$ cat src/rtl/alu_seq.sv
// rtl/alu_seq.sv - multi-cycle MULU/DIVU/SHL/SHR sequencer steering an external 16-bit alu
// Alu drive outputs are decoded from registered state only; rshf/cf return within the same cycle.
module alu_seq #(
  parameter int          W      = 16,
  parameter logic [15:0] DIV0_Q = 16'hFFFF
) (
  input  logic         clk,
  input  logic         rst_n,
  input  logic         start,
  input  logic [1:0]   cmd,
  input  logic [W-1:0] opa,
  input  logic [W-1:0] opb,
  output logic         busy,
  output logic         done,
  output logic         err,
  output logic [W-1:0] res_hi,
  output logic [W-1:0] res_lo,
  output logic [3:0]   op_alu,
  output logic [3:0]   op_shf,
  output logic [W-1:0] alu_t,
  output logic [W-1:0] alu_y,
  output logic         alu_c,
  output logic         alu_n15,
  output logic         alu_n0,
  input  logic [W:0]   rshf,
  input  logic         cf
);

  typedef enum logic [2:0] {
    S_IDLE, S_MUL, S_DIV_SH, S_DIV_SUB, S_SHF, S_DONE
  } state_t;

  state_t         state_q, state_d;
  logic [W-1:0]   p_q, p_d, q_q, q_d, m_q, m_d;
  logic [W-1:0]   res_hi_q, res_hi_d, res_lo_q, res_lo_d;
  logic [4:0]     cnt_q, cnt_d;
  logic           r16_q, r16_d, shr_q, shr_d, err_q, err_d;
  logic           qbit;

  always_ff @(posedge clk) begin
    if (!rst_n) begin
      state_q  <= S_IDLE;
      p_q      <= '0;
      q_q      <= '0;
      m_q      <= '0;
      res_hi_q <= '0;
      res_lo_q <= '0;
      cnt_q    <= '0;
      r16_q    <= 1'b0;
      shr_q    <= 1'b0;
      err_q    <= 1'b0;
    end else begin
      state_q  <= state_d;
      p_q      <= p_d;
      q_q      <= q_d;
      m_q      <= m_d;
      res_hi_q <= res_hi_d;
      res_lo_q <= res_lo_d;
      cnt_q    <= cnt_d;
      r16_q    <= r16_d;
      shr_q    <= shr_d;
      err_q    <= err_d;
    end
  end

  always_comb begin
    state_d  = state_q;
    p_d      = p_q;
    q_d      = q_q;
    m_d      = m_q;
    res_hi_d = res_hi_q;
    res_lo_d = res_lo_q;
    cnt_d    = cnt_q;
    r16_d    = r16_q;
    shr_d    = shr_q;
    err_d    = err_q;
    qbit     = 1'b0;
    op_alu   = 4'b0000;
    op_shf   = 4'b0000;
    alu_t    = '0;
    alu_y    = '0;
    alu_c    = 1'b0;

    case (state_q)
      S_IDLE, S_DONE: begin
        state_d = S_IDLE;
        if (start) begin
          err_d = 1'b0;
          case (cmd)
            2'b00: begin
              p_d     = '0;
              q_d     = opa;
              m_d     = opb;
              cnt_d   = 5'(W - 1);
              state_d = S_MUL;
            end
            2'b01: begin
              if (opb == '0) begin
                err_d    = 1'b1;
                res_lo_d = DIV0_Q;
                res_hi_d = opa;
                state_d  = S_DONE;
              end else begin
                p_d     = '0;
                q_d     = opa;
                m_d     = opb;
                cnt_d   = 5'(W - 1);
                state_d = S_DIV_SH;
              end
            end
            default: begin
              q_d   = opa;
              cnt_d = {1'b0, opb[3:0]};
              shr_d = cmd[0];
              if (opb[3:0] == 4'd0) begin
                res_lo_d = opa;
                res_hi_d = '0;
                state_d  = S_DONE;
              end else begin
                state_d = S_SHF;
              end
            end
          endcase
        end
      end

      // Shift-add step: the alu adds and rotates the 17-bit sum right by one.
      S_MUL: begin
        op_alu = 4'b1000;
        op_shf = 4'b0101;
        alu_t  = p_q;
        alu_y  = q_q[0] ? m_q : '0;
        p_d    = rshf[W-1:0];
        q_d    = {rshf[W], q_q[W-1:1]};
        if (cnt_q == 5'd0) begin
          res_hi_d = p_d;
          res_lo_d = q_d;
          state_d  = S_DONE;
        end else begin
          cnt_d = cnt_q - 5'd1;
        end
      end

      S_DIV_SH: begin
        op_shf  = 4'b0011;
        alu_t   = p_q;
        alu_c   = q_q[W-1];
        r16_d   = rshf[W];
        p_d     = rshf[W-1:0];
        q_d     = {q_q[W-2:0], 1'b0};
        state_d = S_DIV_SUB;
      end

      // A bit shifted out of P means the partial remainder already exceeds M.
      S_DIV_SUB: begin
        op_alu = 4'b0100;
        alu_t  = p_q;
        alu_y  = m_q;
        qbit   = cf | r16_q;
        if (qbit) p_d = rshf[W-1:0];
        q_d = {q_q[W-1:1], qbit};
        if (cnt_q == 5'd0) begin
          res_lo_d = q_d;
          res_hi_d = p_d;
          state_d  = S_DONE;
        end else begin
          cnt_d   = cnt_q - 5'd1;
          state_d = S_DIV_SH;
        end
      end

      S_SHF: begin
        op_shf = shr_q ? 4'b0110 : 4'b0010;
        alu_t  = q_q;
        q_d    = rshf[W-1:0];
        if (cnt_q == 5'd1) begin
          res_lo_d = rshf[W-1:0];
          res_hi_d = '0;
          state_d  = S_DONE;
        end else begin
          cnt_d = cnt_q - 5'd1;
        end
      end

      default: state_d = S_IDLE;
    endcase
  end

  assign busy    = (state_q == S_MUL) || (state_q == S_DIV_SH) ||
                   (state_q == S_DIV_SUB) || (state_q == S_SHF);
  assign done    = (state_q == S_DONE);
  assign err     = err_q;
  assign res_hi  = res_hi_q;
  assign res_lo  = res_lo_q;
  assign alu_n15 = 1'b0;
  assign alu_n0  = 1'b0;

endmodule
$ cat config.mk
export PLATFORM = sky130hd
export DESIGN_NAME = alu_seq
export DESIGN_NICKNAME = d
export VERILOG_FILES = /design/src/rtl/alu_seq.sv
export SDC_FILE = /design/constraint.sdc
export NUM_CORES = 1
export LEC_CHECK = 0
export BUFFER_PORTS_ARGS = -buffer_cell sky130_fd_sc_hd__buf_4
export CAP_MARGIN = 30
export CORE_ASPECT_RATIO = 1.1
export CORE_MARGIN = 2
export CORE_UTILIZATION = 46
export DETAILED_ROUTE_END_ITERATION = 8
export PLACE_DENSITY = 0.78
export SLEW_MARGIN = 20
export SYNTH_ARGS = -nofsm -noshare
export SYNTH_HDL_FRONTEND = slang
export SYNTH_SLANG_ARGS = --single-unit
$ cat constraint.sdc
create_clock -name clk -period 5.27 [get_ports clk]
set_input_delay 0.527 -clock clk [delete_from_list [all_inputs] [get_ports clk]]
set_output_delay 0.527 -clock clk [all_outputs]
set_load 0.01 [all_outputs]
Word level (Yosys, flattened, before mapping)
Cells that the tools add are included.
{ "totals": {"out_inout_bits": 78, "input_bits": 55, "word_cells": 112, "ff_bits": 91} }
{ "op_classes": {"muxes": 50, "eq_ne": 19, "n_reduce_logical": 28, "addsub": 1, "n_bitwise": 3} }
{ "op_table": {"columns": ["cell", "count"], "rows": [
  ["$mux 16", 20],
  ["$pmux 16 s2", 6],
  ["$pmux 16 s4", 2],
  ["$pmux 16 s5", 1],
  ["$pmux 16 s3", 1],
  ["$mux 5", 4],
  ["$mux 3", 6],
  ["$logic_not 16->1", 1],
  ["$ne 2x2->1 const B", 8],
  ["$pmux 3 s5", 1],
  ["$pmux 5 s3", 1],
  ["$reduce_and 4->1", 3],
  ["$pmux 5 s2", 1],
  ["$pmux 3 s3", 1],
  ["$pmux 4 s2", 1],
  ["$reduce_and 8->1", 1],
  ["$reduce_bool 4->1", 2],
  ["$reduce_or 2->1", 4],
  ["$eq 3x2->1 const B", 2],
  ["$eq 3x3->1 const B", 2],
  ["$ne 3x3->1 const B", 2],
  ["$pmux 3 s2", 1],
  ["$reduce_and 3->1", 2],
  ["$reduce_bool 3->1", 2],
  ["19 further kinds", 26]
]} }

Depth between registers and ports, before layout
Gate-level depths: netlist (run 1).
{ "depth": {"ltp_word": 5, "mapped_depth": 10, "ltp_nobuf": 7} }

Worst setup path before layout (run 1)
Ideal clock, no wire load.
{ "synth_path": {"kind": "flip-flop to output port", "startpoint": "reg state_q[2]", "endpoint": "out alu_t[10]", "t_required_ns": 4.743, "path_stages_with_launch": 7, "t_arrival_ns": 1.785, "path_buffers": 4, "slack_ns": 2.958, "path_cell_list": "dfxtp_1 -> buf_2 -> buf_1 -> clkbuf_1 -> nor2_1 -> clkbuf_1 -> a22o_1"} }
{ "synth_between": {"elab_chain_cells": 3, "word_cells_on_any_way": 6, "cone_classes": "eq/ne (4); mux (1); reduce/logical (1)"} }
{ "synth_rtl": {"columns": ["element", "line_no", "source"], "rows": [
  ["start, declared", "33", "state_t state_q, state_d;"],
  ["start signal, assigned", "53", "state_q <= state_d;"],
  ["$eq 3x1->1 / $eq 3x2->1 (equally long branches)", "84", "case (state_q)"],
  ["$reduce_or 3->1 (no line)", null, null],
  ["$pmux 16 s2 (*)", "84", null],
  ["end, declared", "20", "output logic [W-1:0] alu_t,"]
]} }
Mark *: on every way between the ends. The rest lies on a longest branch, timed or not.

Worst setup path in the final report (run 1)
{ "layout_path": {"startpoint": "reg state_q[2]", "endpoint": "reg q_q[12]"} }
{ "layout_between": {"elab_chain_cells": 4, "word_cells_on_any_way": 13, "cone_classes": "eq/ne (7); mux (1); bitwise (1); reduce/logical (4)"} }
{ "layout_rtl": {"columns": ["element", "line_no", "source"], "rows": [
  ["$eq 3x3->1 / $logic_not 3->1 (equally long branches)", "84", null],
  ["$reduce_or 2->1", "84", null],
  ["$ne 3x3->1 (no line), or another cell as far along", null, null],
  ["$reduce_and 4->1 (no line)", null, null],
  ["end signal, assigned", "55", "q_q <= q_d;"],
  ["end, declared", "34", "logic [W-1:0] p_q, p_d, q_q, q_d, m_q, m_d;"]
]} }
Parallel ways exist; a longest one is shown, timed or not.
A chain may end at the register's enable or synchronous reset.

==> results of run 1 <==
## power by group
part | internal [µW] | total (µW) | switching, µW | leakage, µW
logic | 849 | 2010 | 1160 | 0.00194
registers | 925 | 1190 | 265 | 0.000747
clock network | 383 | 668 | 285 | 0.000142
total | 2160 | 3870 | 1710 | 0.00283
## placed cells by master (no fill, tap or decap), types with 4 or more instances in the layout
master,count
conb_1,5
a21oi_1,57
nor2b_1,4
and2_1,20
nor3_1,19
a31o_1,7
dfxtp_1,90
o21ai_0,31
clkbuf_16,9
a22o_1,47
o311a_1,14
nand2_1,49
buf_4,143
a222oi_1,16
a31o_2,8
inv_1,8
a211oi_1,31
mux2i_1,24
nor2_1,78
a22oi_1,28
## worst max-delay path: stages (launching register included)
cell	delay (ns)
dfxtp_1	0.84
buf_4	0.47
nor2b_1	0.22
or3_1	0.15
or3_1	0.65
nand3_2	0.48
o311a_1	0.48
## how the worst max path moves through the flow
stage | start | to | slack (ns) | cells after the start
6_report | state_q[2]$_SDFFE_PN0P_ | q_q[12]$_SDFFE_PN0P_ | 1.84 | 6
5_1_grt | state_q[2]$_SDFFE_PN0P_ | q_q[6]$_SDFFE_PN0P_ | 1.70 | 6
4_1_cts | state_q[2]$_SDFFE_PN0P_ | res_lo[5]$_SDFFE_PN0P_ | 1.95 | 8
3_5_place_dp | state_q[2]$_SDFFE_PN0P_ | res_lo[5]$_SDFFE_PN0P_ | 1.97 | 8
3_3_place_gp | state_q[2]$_SDFFE_PN0P_ | res_lo[0]$_SDFFE_PN0P_ | 2.05 | 8
2_1_floorplan | state_q[2]$_SDFFE_PN0P_ | alu_t[10] | 2.96 | 6
## cells by family (layout without fill, tap and decap cells)
family	Yosys count	count (layout)	share of synthesized area [%]
DFF	91	91	33.33
muxes	25	25	4.601
xor gates and xnor gates	4	4	0.6408
and+or+nand+nor	204	204	17.90
buffers and inverters	82	168	7.530
adders and majority gates	2	2	0.4577
other	1	5	0.06860
AOI/OAI and AO/OA	263	263	35.48
## flip-flops by register name (all words and copies together) (netlist names)
signal	count
res_hi	16
state_q	3
err	1
q_q	16
m_q	16
p_q	16
r16_q	1
shr_q	1
cnt_q	5
res_lo	16
## layout make-up
type / instances / area share (%)
Clock inverter: 5 / 0.9339
Multi-Input combinational cell: 503 / 48.79
Timing Repair Buffer: 144 / 16.19
Tap cell: 150 / 2.802
Clock buffer: 11 / 3.623
Sequential cell: 91 / 27.21
Inverter: 8 / 0.4483
## metal layers
metal	GRT usage, %	vias to the layer above	wire, µm
met3	6.895	86	2002
li1	-	2681	-
met5	0	-	0
met1	36.04	2800	7169
met4	18.91	0	1117
met2	48.35	407	9054
## metrics by stage
stage / setup WS [ns] / cells / total power, µW / hold slack, ns
final: 1.835 / 912 / 3869 / 0.4222
after global routing: 1.699 / 912 / 4090 / 0.4197
after CTS: 1.952 / 912 / 3828 / 0.4190
after detailed placement: 1.965 / 896 / 3165 / 0.4524
after global placement: 2.047 / 894 / 3113 / 0.4485
after floorplan: 2.958 / 676 / 2490 / 0.4517
==> results by group, run 1 <==
Run status
  – Status: complete, no violations

Global route
  – Largest net degree at the start of global routing: 56
  – Initial antenna violation count: 0
  – Overall Global Routing Usage: between 30% and 40%
  – First-pass GRT wire length: 30480 µm
  – Via count of the first global-routing pass: 6031
  – GRT Residual Overflow: 0

Critical path
  – Critical path class: reg -> reg
  – Critical path arrival: approximately 3.7 ns
  – Startpoint types: register
  – Crit end category: register
  – Worst r2r src: state_q[2]$_SDFFE_PN0P_
  – R2R cell count: 6
  – R2r setup slk: 1.84 ns
  – Crit Path Max Fanout: 36
  – Reg2reg end: q_q[12]$_SDFFE_PN0P_
  – Critical Path RT: 5.50 ns

Clock tree
  – CTS Hold Buffers Added: 0
  – PostCTS Resize Cnt: 0
  – Root Driver: clkbuf_16
  – Post-CTS Repair Setup Buffers: 0
  – Clk_lat worst skew: 0.35 ns
  – TritonCTS clock tree: done
  – CTS HTree Levels: 3
  – Max Buffers Root-to-Sink: 2
  – Clock slew at reported path FFs: 0.07 ns
  – Num CTS Buffers: 9
  – Clock sinks: 91

Yosys
  – Mapped Cells: 672
  – Post-synth top area cell: dfxtp_1
  – Synth cell count leaders: 91 x dfxtp_1, 78 x nor2_1, 57 x a21oi_1
  – Main synth FF type: dfxtp_1
  – Mapped Avg Cell Area: 8.135 µm²
  – Post-synth ARST share: 0%
  – Number of flops mapped to enable cells by yosys: 0
  – Ranking of synthesized cells by area: dfxtp_1 33%, a22o_1 7.5%, nor2_1 5.4%
  – Sequential element share of the synthesized area: 33.33%
  – Yosys top cell area share: 33.33%
  – Cell Area, Synth: 5466 µm²
  – Synth cell types: 60
  – Yosys Warn Count: 0
  – Top-count cell post-synth: dfxtp_1
  – #FFs+latches synth: 91

Routing
  – Post-route ant nets: 0
  – Via/cell ratio: between 6 and 7
  – Post-Route WL: 19340 µm
  – Drt drc: 0
  – Routed len/inst: 21.21 µm
  – Drt pass-1 iters: 7
  – Iter 0 DRT Violations: 789
  – Via Count: roughly 6000

Placed design
  – Post-Place Cell Area: 6394 µm²
  – Placer congestion estimate: 0.9137
  – Count of buffers from port buffering: 127
  – Detail Placement HPWL: 12750 µm

Die
  – I/O pin count: 133
  – Die width: between 100 and 150 µm
  – Initial core utilization: 47.36%
  – DIE HEIGHT: 118.3 µm
  – Die footprint: 12770 µm²
  – Cell Rows: approximately 40
  – CORE AREA: 11540 µm²

Cells and area
  – Fillers: 1039
  – FF+latch area: 1823 µm²
  – Syn-to-layout area delta: 22.55%
  – Share of cells above drive strength 1: around 25%
  – Area of the multi-input gates: ~3300 µm²
  – Core Util, Final: 58.04%
  – # diodes: 0
  – Final #Nets: 814
  – Final instance area: 6699 µm²

Timing
  – Final number of setup-violating endpoints: 0
  – RSZ-0062 raised after global routing: false
  – Final Max Tran Viols: 0
  – Final hold vios: 0
  – TNS Setup: 0 ns
  – Worst slew margin: 40.21%
  – Tcrit/Tclk final: roughly 65%
  – Final Critical Period: 3.435 ns
  – Worst Tran Pin Value: around 0.90 ns
  – Layout Skew: slightly below 0.007 ns
  – FMAX: 291.2 MHz

Power and ir drop
  – Power Dens Cells: just under 600 nW/µm²
  – Worst VDD drop: 0.2849 mV
  – Leak Pwr: 0.002831 µW

Min path
  – Hold endpoint: m_q[11]$_SDFFE_PN0P_
  – Tightest Hold Check Type: in -> reg
  – HP Start: opb[11]
  – Hold Crit Depth: 3

Job
  – Max-cap violations: 0
No activity file was read; power rests on OpenSTA's default activity.
==> inputs of run 2 (changes only) <==
- clock period: 5.27 -> 3.5 ns (I/O delays scaled with it)
==> run 2 against run 1 <==
The flow now finishes with violations (DRC); final cell count is 0.99% higher; clock skew is 0.0017 ns lower; wire length is 0.28% higher; first-iteration DRC count is 11% higher; core utilization is 0.49 points higher; clock power is 57% higher; sequential share of layout area is 0.25 points lower; sequential power is 47% higher; critical endpoint is now alu_y[13].
==> results by group, run 2 (synthesis gave the netlist of run 1 again) <==
Run status
  – Status: finished, violations left
  – Failing checks: DRC

Die
  – Cell Rows: 41
  – DIE HEIGHT: 118.3 µm
  – Initial core utilization: 47.36%
  – Die width: roughly 110 µm
  – CORE AREA: 11540 µm²
  – Die footprint: roughly 13000 µm²
  – I/O pin count: roughly 130

Min path
  – HP Start: opb[12]
  – Hold endpoint: m_q[12]$_SDFFE_PN0P_
  – Hold Crit Depth: 3
  – Tightest Hold Check Type: in -> reg

Timing
  – Layout Skew: 0.005214 ns
  – Tcrit/Tclk final: 87.39%
  – Final hold vios: 0
  – Final Critical Period: ~3 ns
  – Final Max Tran Viols: 0
  – Worst slew margin: 37.18%
  – Worst Tran Pin Value: 0.9410 ns
  – FMAX: 326.9 MHz
  – RSZ-0062 raised after global routing: false
  – Final worst setup slack: 0.4413 ns
  – Final number of setup-violating endpoints: 0
  – Hold_ws: 0.2408 ns
  – TNS Setup: 0 ns

Critical path
  – R2r setup slk: 0.54 ns
  – R2R cell count: 4
  – Crit end category: output pin
  – CP Cell Sequence: buf_4 -> nor2_1 -> nor2_1 -> and2_1 -> buf_4
  – Critical path arrival: 2.71 ns
  – Reg2reg end: res_hi[4]$_SDFFE_PN0P_
  – Crit Path Max Fanout: 23
  – Worst r2r src: state_q[1]$_SDFFE_PN0P_
  – Startpoint types: register
  – Critical path class: reg -> out
  – Max stage delay on crit path: 0.94 ns
  – Slowest CP cell: dfxtp_1
  – Critical Path RT: roughly 3.2 ns

Cells and area
  – Syn-to-layout area delta: 23.58%
  – Share of cells above drive strength 1: 25.16%
  – Core Util, Final: 58.53%
  – Final #Nets: 823
  – Finished Layout Cells: 921
  – FF+latch area: ~1800 µm²
  – # diodes: 0
  – Commonest non-fill, non-tap cell in the layout: buf_4
  – Area of the multi-input gates: approximately 3300 µm²
  – Fillers: 1064
  – Commonest cells after routing, fill and taps aside: 153 x buf_4, 91 x dfxtp_1, 78 x nor2_1

Placed design
  – Placer congestion estimate: 0.9108
  – Inst Count DP: 905
  – Detail Placement HPWL: 12840 µm
  – Count of buffers from port buffering: 127
  – Setup Slack @ Placement: 0.8384 ns

Power and ir drop
  – Switching part of the total power: 43.68%
  – Leak Pwr: 0.002877 µW
  – Clock power share: 17.8%
  – Sequential share of power: 29.8%
  – Worst VDD drop: 0.4946 mV
  – Switching Power: around 2600 µW
  – Int Pwr: 3312 µW
  – Comb pwr share: a little over half
  – Power Dens Cells: 870.4 nW/µm²

Global route
  – First-pass GRT wire length: about 31000 µm
  – Initial antenna violation count: 0
  – Via count of the first global-routing pass: roughly 6000
  – Largest net degree at the start of global routing: 56
  – Overall Global Routing Usage: 30.04%
  – GRT Residual Overflow: 0

Clock tree
  – TritonCTS clock tree: done
  – Root Driver: clkbuf_16
  – Max Buffers Root-to-Sink: 2
  – Clk_lat worst skew: 0.35 ns
  – PostCTS Resize Cnt: 0
  – Num CTS Buffers: 9
  – Post-CTS Repair Setup Buffers: 0
  – CTS Hold Buffers Added: 0
  – Clock slew at reported path FFs: approximately 0.060 ns
  – CTS HTree Levels: 3
  – Clock sinks: 91

Routing
  – Highest metal used: met4
  – Wire length on met2: 9217 µm
  – Drt drc: 4
  – M1 WL: 7088 µm
  – Met3 routed WL: 2134 µm
  – Post-route ant nets: 0
  – Via/cell ratio: 6.619
  – Post-Route WL: 19400 µm
  – Routed len/inst: 21.06 µm
  – Iter 0 DRT Violations: ~870
  – Drt pass-1 iters: 9
  – Via Count: 6096

Job
  – Max-cap violations: 0
[run 2: cell count changes in the layout (fill, tap and decap cells not counted), sizes merged]
cell / delta
buf: +9
bufinv: +1
clkinvlp: -1
[run 2: how the worst max path moves through the flow]
stage / startpoint / end / slack, ns / cells after the start
after floorplan: state_q[2]$_SDFFE_PN0P_ / alu_t[10] / 1.36 / 6
after global placement: cnt_q[0]$_SDFFE_PN0P_ / res_hi[12]$_SDFFE_PN0P_ / 0.79 / 7
after detailed placement: state_q[1]$_SDFFE_PN0P_ / res_hi[4]$_SDFFE_PN0P_ / 0.84 / 4
after CTS: state_q[1]$_SDFFE_PN0P_ / alu_y[13] / 0.47 / 5
after global routing: state_q[1]$_SDFFE_PN0P_ / alu_y[8] / 0.26 / 5
final: state_q[1]$_SDFFE_PN0P_ / alu_y[13] / 0.44 / 5
[run 2: routing by layer]
metal | up-vias | track usage (%)
li1 | 2712 | -
met1 | 2831 | 36.01
met2 | 461 | 48.94
met3 | 92 | 7.170
met4 | 0 | 16.51
met5 | - | 0
[run 2: worst max-delay path: cells and delay by family (launching register included)]
| kind | cells | cell delay [ns] |
|---|---|---|
| flip-flops | 1 | 0.94 |
| AND/OR/NAND/NOR | 3 | 0.93 |
| buffers and inverters | 2 | 0.47 |
[run 2: layout make-up]
cell class / count / share of cell area (%)
Sequential cell: 91 / 26.97
Clock buffer: 11 / 3.445
Inverter: 8 / 0.4445
Clock inverter: 5 / 1.148
Tap cell: 150 / 2.778
Multi-Input combinational cell: 503 / 48.21
Timing Repair Buffer: 153 / 17.00
[run 2: per-stage QoR]
step | instance area, µm² | power [µW]
after floorplan | 5482 | 3749
after global placement | 6444 | 4671
after detailed placement | 6445 | 4763
after CTS | 6755 | 5805
after global routing | 6755 | 6196
final | 6755 | 5880
[run 2: power groups by stage]
stage          Clock (µW)  Sequential [µW]  Combinational (µW)
6_report             1050             1750                3080
5_1_grt              1100             1790                3310
4_1_cts              1050             1730                3020
3_5_place_dp            0             1750                3010
3_3_place_gp            0             1740                2930
2_1_floorplan           0             1710                2030
==> inputs of run 3 (changes only) <==
- CAP_MARGIN: 30 -> not set
- REMOVE_ABC_BUFFERS: not set -> 1
==> run 3 against run 2 <==
Largest power group unchanged; die area unchanged; first-iteration DRC count decreased by 22%; register-to-register slack improved by 0.26 ns; largest cell class unchanged; combinational power about the same; critical endpoint is now busy; count of clock-buffer cells in the layout decreased by 1; the run now ends clean.
==> results by group, run 3 (synthesis gave the netlist of run 1 again) <==
Run status
  – Status: complete, no violations

Die
  – I/O pin count: 133
  – Initial core utilization: 47.36%
  – Die footprint: 12770 µm²
  – DIE HEIGHT: 118.3 µm
  – Cell Rows: 41
  – Die width: 107.9 µm
  – CORE AREA: approximately 12000 µm²

Power and ir drop
  – Clock power share: 16.5%
  – Sequential share of power: 30.3%
  – Worst VDD drop: 0.3468 mV
  – Power Dens Cells: 852.3 nW/µm²
  – Int Pwr: 3222 µW
  – Switching Power: 2532 µW
  – Switching part of the total power: roughly 44%
  – Leak Pwr: between 0.002 and 0.003 µW
  – Comb pwr share: 53.3%

Placed design
  – Post-Place Cell Area: 6464 µm²
  – Placer congestion estimate: slightly above 0.9
  – Inst Count DP: approximately 910
  – Count of buffers from port buffering: 127
  – Detail Placement HPWL: 12180 µm

Clock tree
  – Clk_lat worst skew: 0.35 ns
  – Root Driver: clkbuf_16
  – Post-CTS Repair Setup Buffers: 0
  – CTS Hold Buffers Added: 0
  – Clock sinks: 91
  – Max Buffers Root-to-Sink: 2
  – Num CTS Buffers: 9
  – CTS HTree Levels: 3
  – Clock slew at reported path FFs: 0.07 ns
  – PostCTS Resize Cnt: 0
  – TritonCTS clock tree: done

Cells and area
  – FF+latch area: 1822 µm²
  – Commonest cells after routing, fill and taps aside: 153 x buf_4, 91 x dfxtp_1, 78 x nor2_1
  – Final #Nets: 824
  – Final instance area: 6751 µm²
  – Share of cells above drive strength 1: 25.39%
  – # diodes: 0
  – Commonest non-fill, non-tap cell in the layout: buf_4
  – Syn-to-layout area delta: 23.51%
  – Area of the multi-input gates: 3256 µm²
  – Fillers: 1071
  – Finished Layout Cells: 922

Timing
  – Tcrit/Tclk final: 78.42%
  – Final Critical Period: 2.745 ns
  – Final hold vios: 0
  – Final Max Tran Viols: 0
  – FMAX: 364.3 MHz
  – Final number of setup-violating endpoints: 0
  – Worst slew margin: 41.06%
  – Worst Tran Pin Value: 0.8829 ns
  – RSZ-0062 raised after global routing: false
  – Hold_ws: around 0.24 ns
  – Layout Skew: 0.007129 ns
  – TNS Setup: 0 ns

Global route
  – Largest net degree at the start of global routing: 56
  – Via count of the first global-routing pass: about 5500
  – Overall Global Routing Usage: 27.85%
  – GRT Residual Overflow: 0
  – First-pass GRT wire length: 28330 µm
  – Initial antenna violation count: 0

Routing
  – Post-route ant nets: 0
  – Via Count: 5865
  – Routed len/inst: 19.66 µm
  – Iter 0 DRT Violations: 677
  – Drt pass-1 iters: 7
  – Via/cell ratio: 6.361
  – Drt drc: 0
  – Post-Route WL: 18130 µm

Critical path
  – R2r setup slk: 0.80 ns
  – Startpoint types: register
  – Critical Path RT: between 3 and 4 ns
  – Critical path class: reg -> out
  – R2R cell count: 5
  – Slowest CP cell: xnor2_1
  – Critical path buffers and inverters: 2
  – Top delay family on crit path: XOR/XNOR gates
  – Reg2reg end: q_q[15]$_SDFFE_PN0P_
  – Worst r2r src: state_q[1]$_SDFFE_PN0P_
  – Crit Path Max Fanout: 24
  – Crit end category: output pin
  – Max stage delay on crit path: between 0.7 and 0.8 ns
  – Critical path arrival: roughly 2.4 ns
  – CP Cell Sequence: or2_1 -> xnor2_1 -> inv_1 -> buf_4

Min path
  – Hold Crit Depth: 3
  – Tightest Hold Check Type: in -> reg
  – Hold endpoint: m_q[12]$_SDFFE_PN0P_
  – HP Start: opb[12]

Job
  – Max-cap violations: 0
run 3: changes by cell type in the layout (fill, tap and decap cells not counted), sizes merged:
cell      previous run  this run
clkinvlp             1         2
clkbuf              11        10
bufinv               2         0
buf                153       154
inv                  8        10
run 3: metrics by stage:
stage,power (µW),worst slack (ns),util [%]
2_1_floorplan,3530,-0.3447,-
3_5_place_dp,4759,0.8612,56.00
5_1_grt,6096,0.6476,58.49
3_3_place_gp,4682,0.9864,56.00
6_report,5754,0.7552,58.49
4_1_cts,5714,0.7848,58.49
run 3: how the worst max path moves through the flow:
| stage | start | end | slack (ns) | cells after the start |
|---|---|---|---|---|
| after global placement | state_q[1]$_SDFFE_PN0P_ | q_q[5]$_SDFFE_PN0P_ | 0.99 | 5 |
| final | state_q[1]$_SDFFE_PN0P_ | busy | 0.76 | 4 |
| after floorplan | state_q[2]$_SDFFE_PN0P_ | res_hi[0]$_SDFFE_PN0P_ | -0.34 | 5 |
| after global routing | state_q[1]$_SDFFE_PN0P_ | op_shf[1] | 0.65 | 5 |
| after CTS | state_q[1]$_SDFFE_PN0P_ | busy | 0.78 | 4 |
| after detailed placement | state_q[1]$_SDFFE_PN0P_ | q_q[5]$_SDFFE_PN0P_ | 0.86 | 5 |
run 3: layout make-up:
class	count	share of cell area [%]
Clock inverter	6	0.7228
Clock buffer	10	3.540
Sequential cell	91	26.98
Timing Repair Buffer	154	17.31
Multi-Input combinational cell	503	48.22
Inverter	8	0.4448
Tap cell	150	2.780
run 3: routing by layer:
layer | up-vias | share of wire (%) | GRT usage, %
li1 | 2717 | - | -
met1 | 2738 | 40 | 35.34
met2 | 366 | 47 | 45.79
met3 | 44 | 10 | 5.130
met4 | 0 | 2.7 | 12.02
met5 | - | 0 | 0
run 3: tightest hold or removal path, delay by kind of cell:
| kind | cells | cell delay, ns |
|---|---|---|
| buffers and inverters | 1 | 0.08 |
| muxes | 1 | 0.05 |
| and+or+nand+nor | 1 | 0.07 |
run 3: power by group through the flow:
| stage | clock network (µW) | registers (µW) | logic, µW |
|---|---|---|---|
| final | 948 | 1740 | 3070 |
| after global routing | 1000 | 1780 | 3310 |
| after global placement | 0 | 1730 | 2950 |
| after detailed placement | 0 | 1740 | 3020 |
| after floorplan | 0 | 1770 | 1760 |
| after CTS | 955 | 1730 | 3030 |
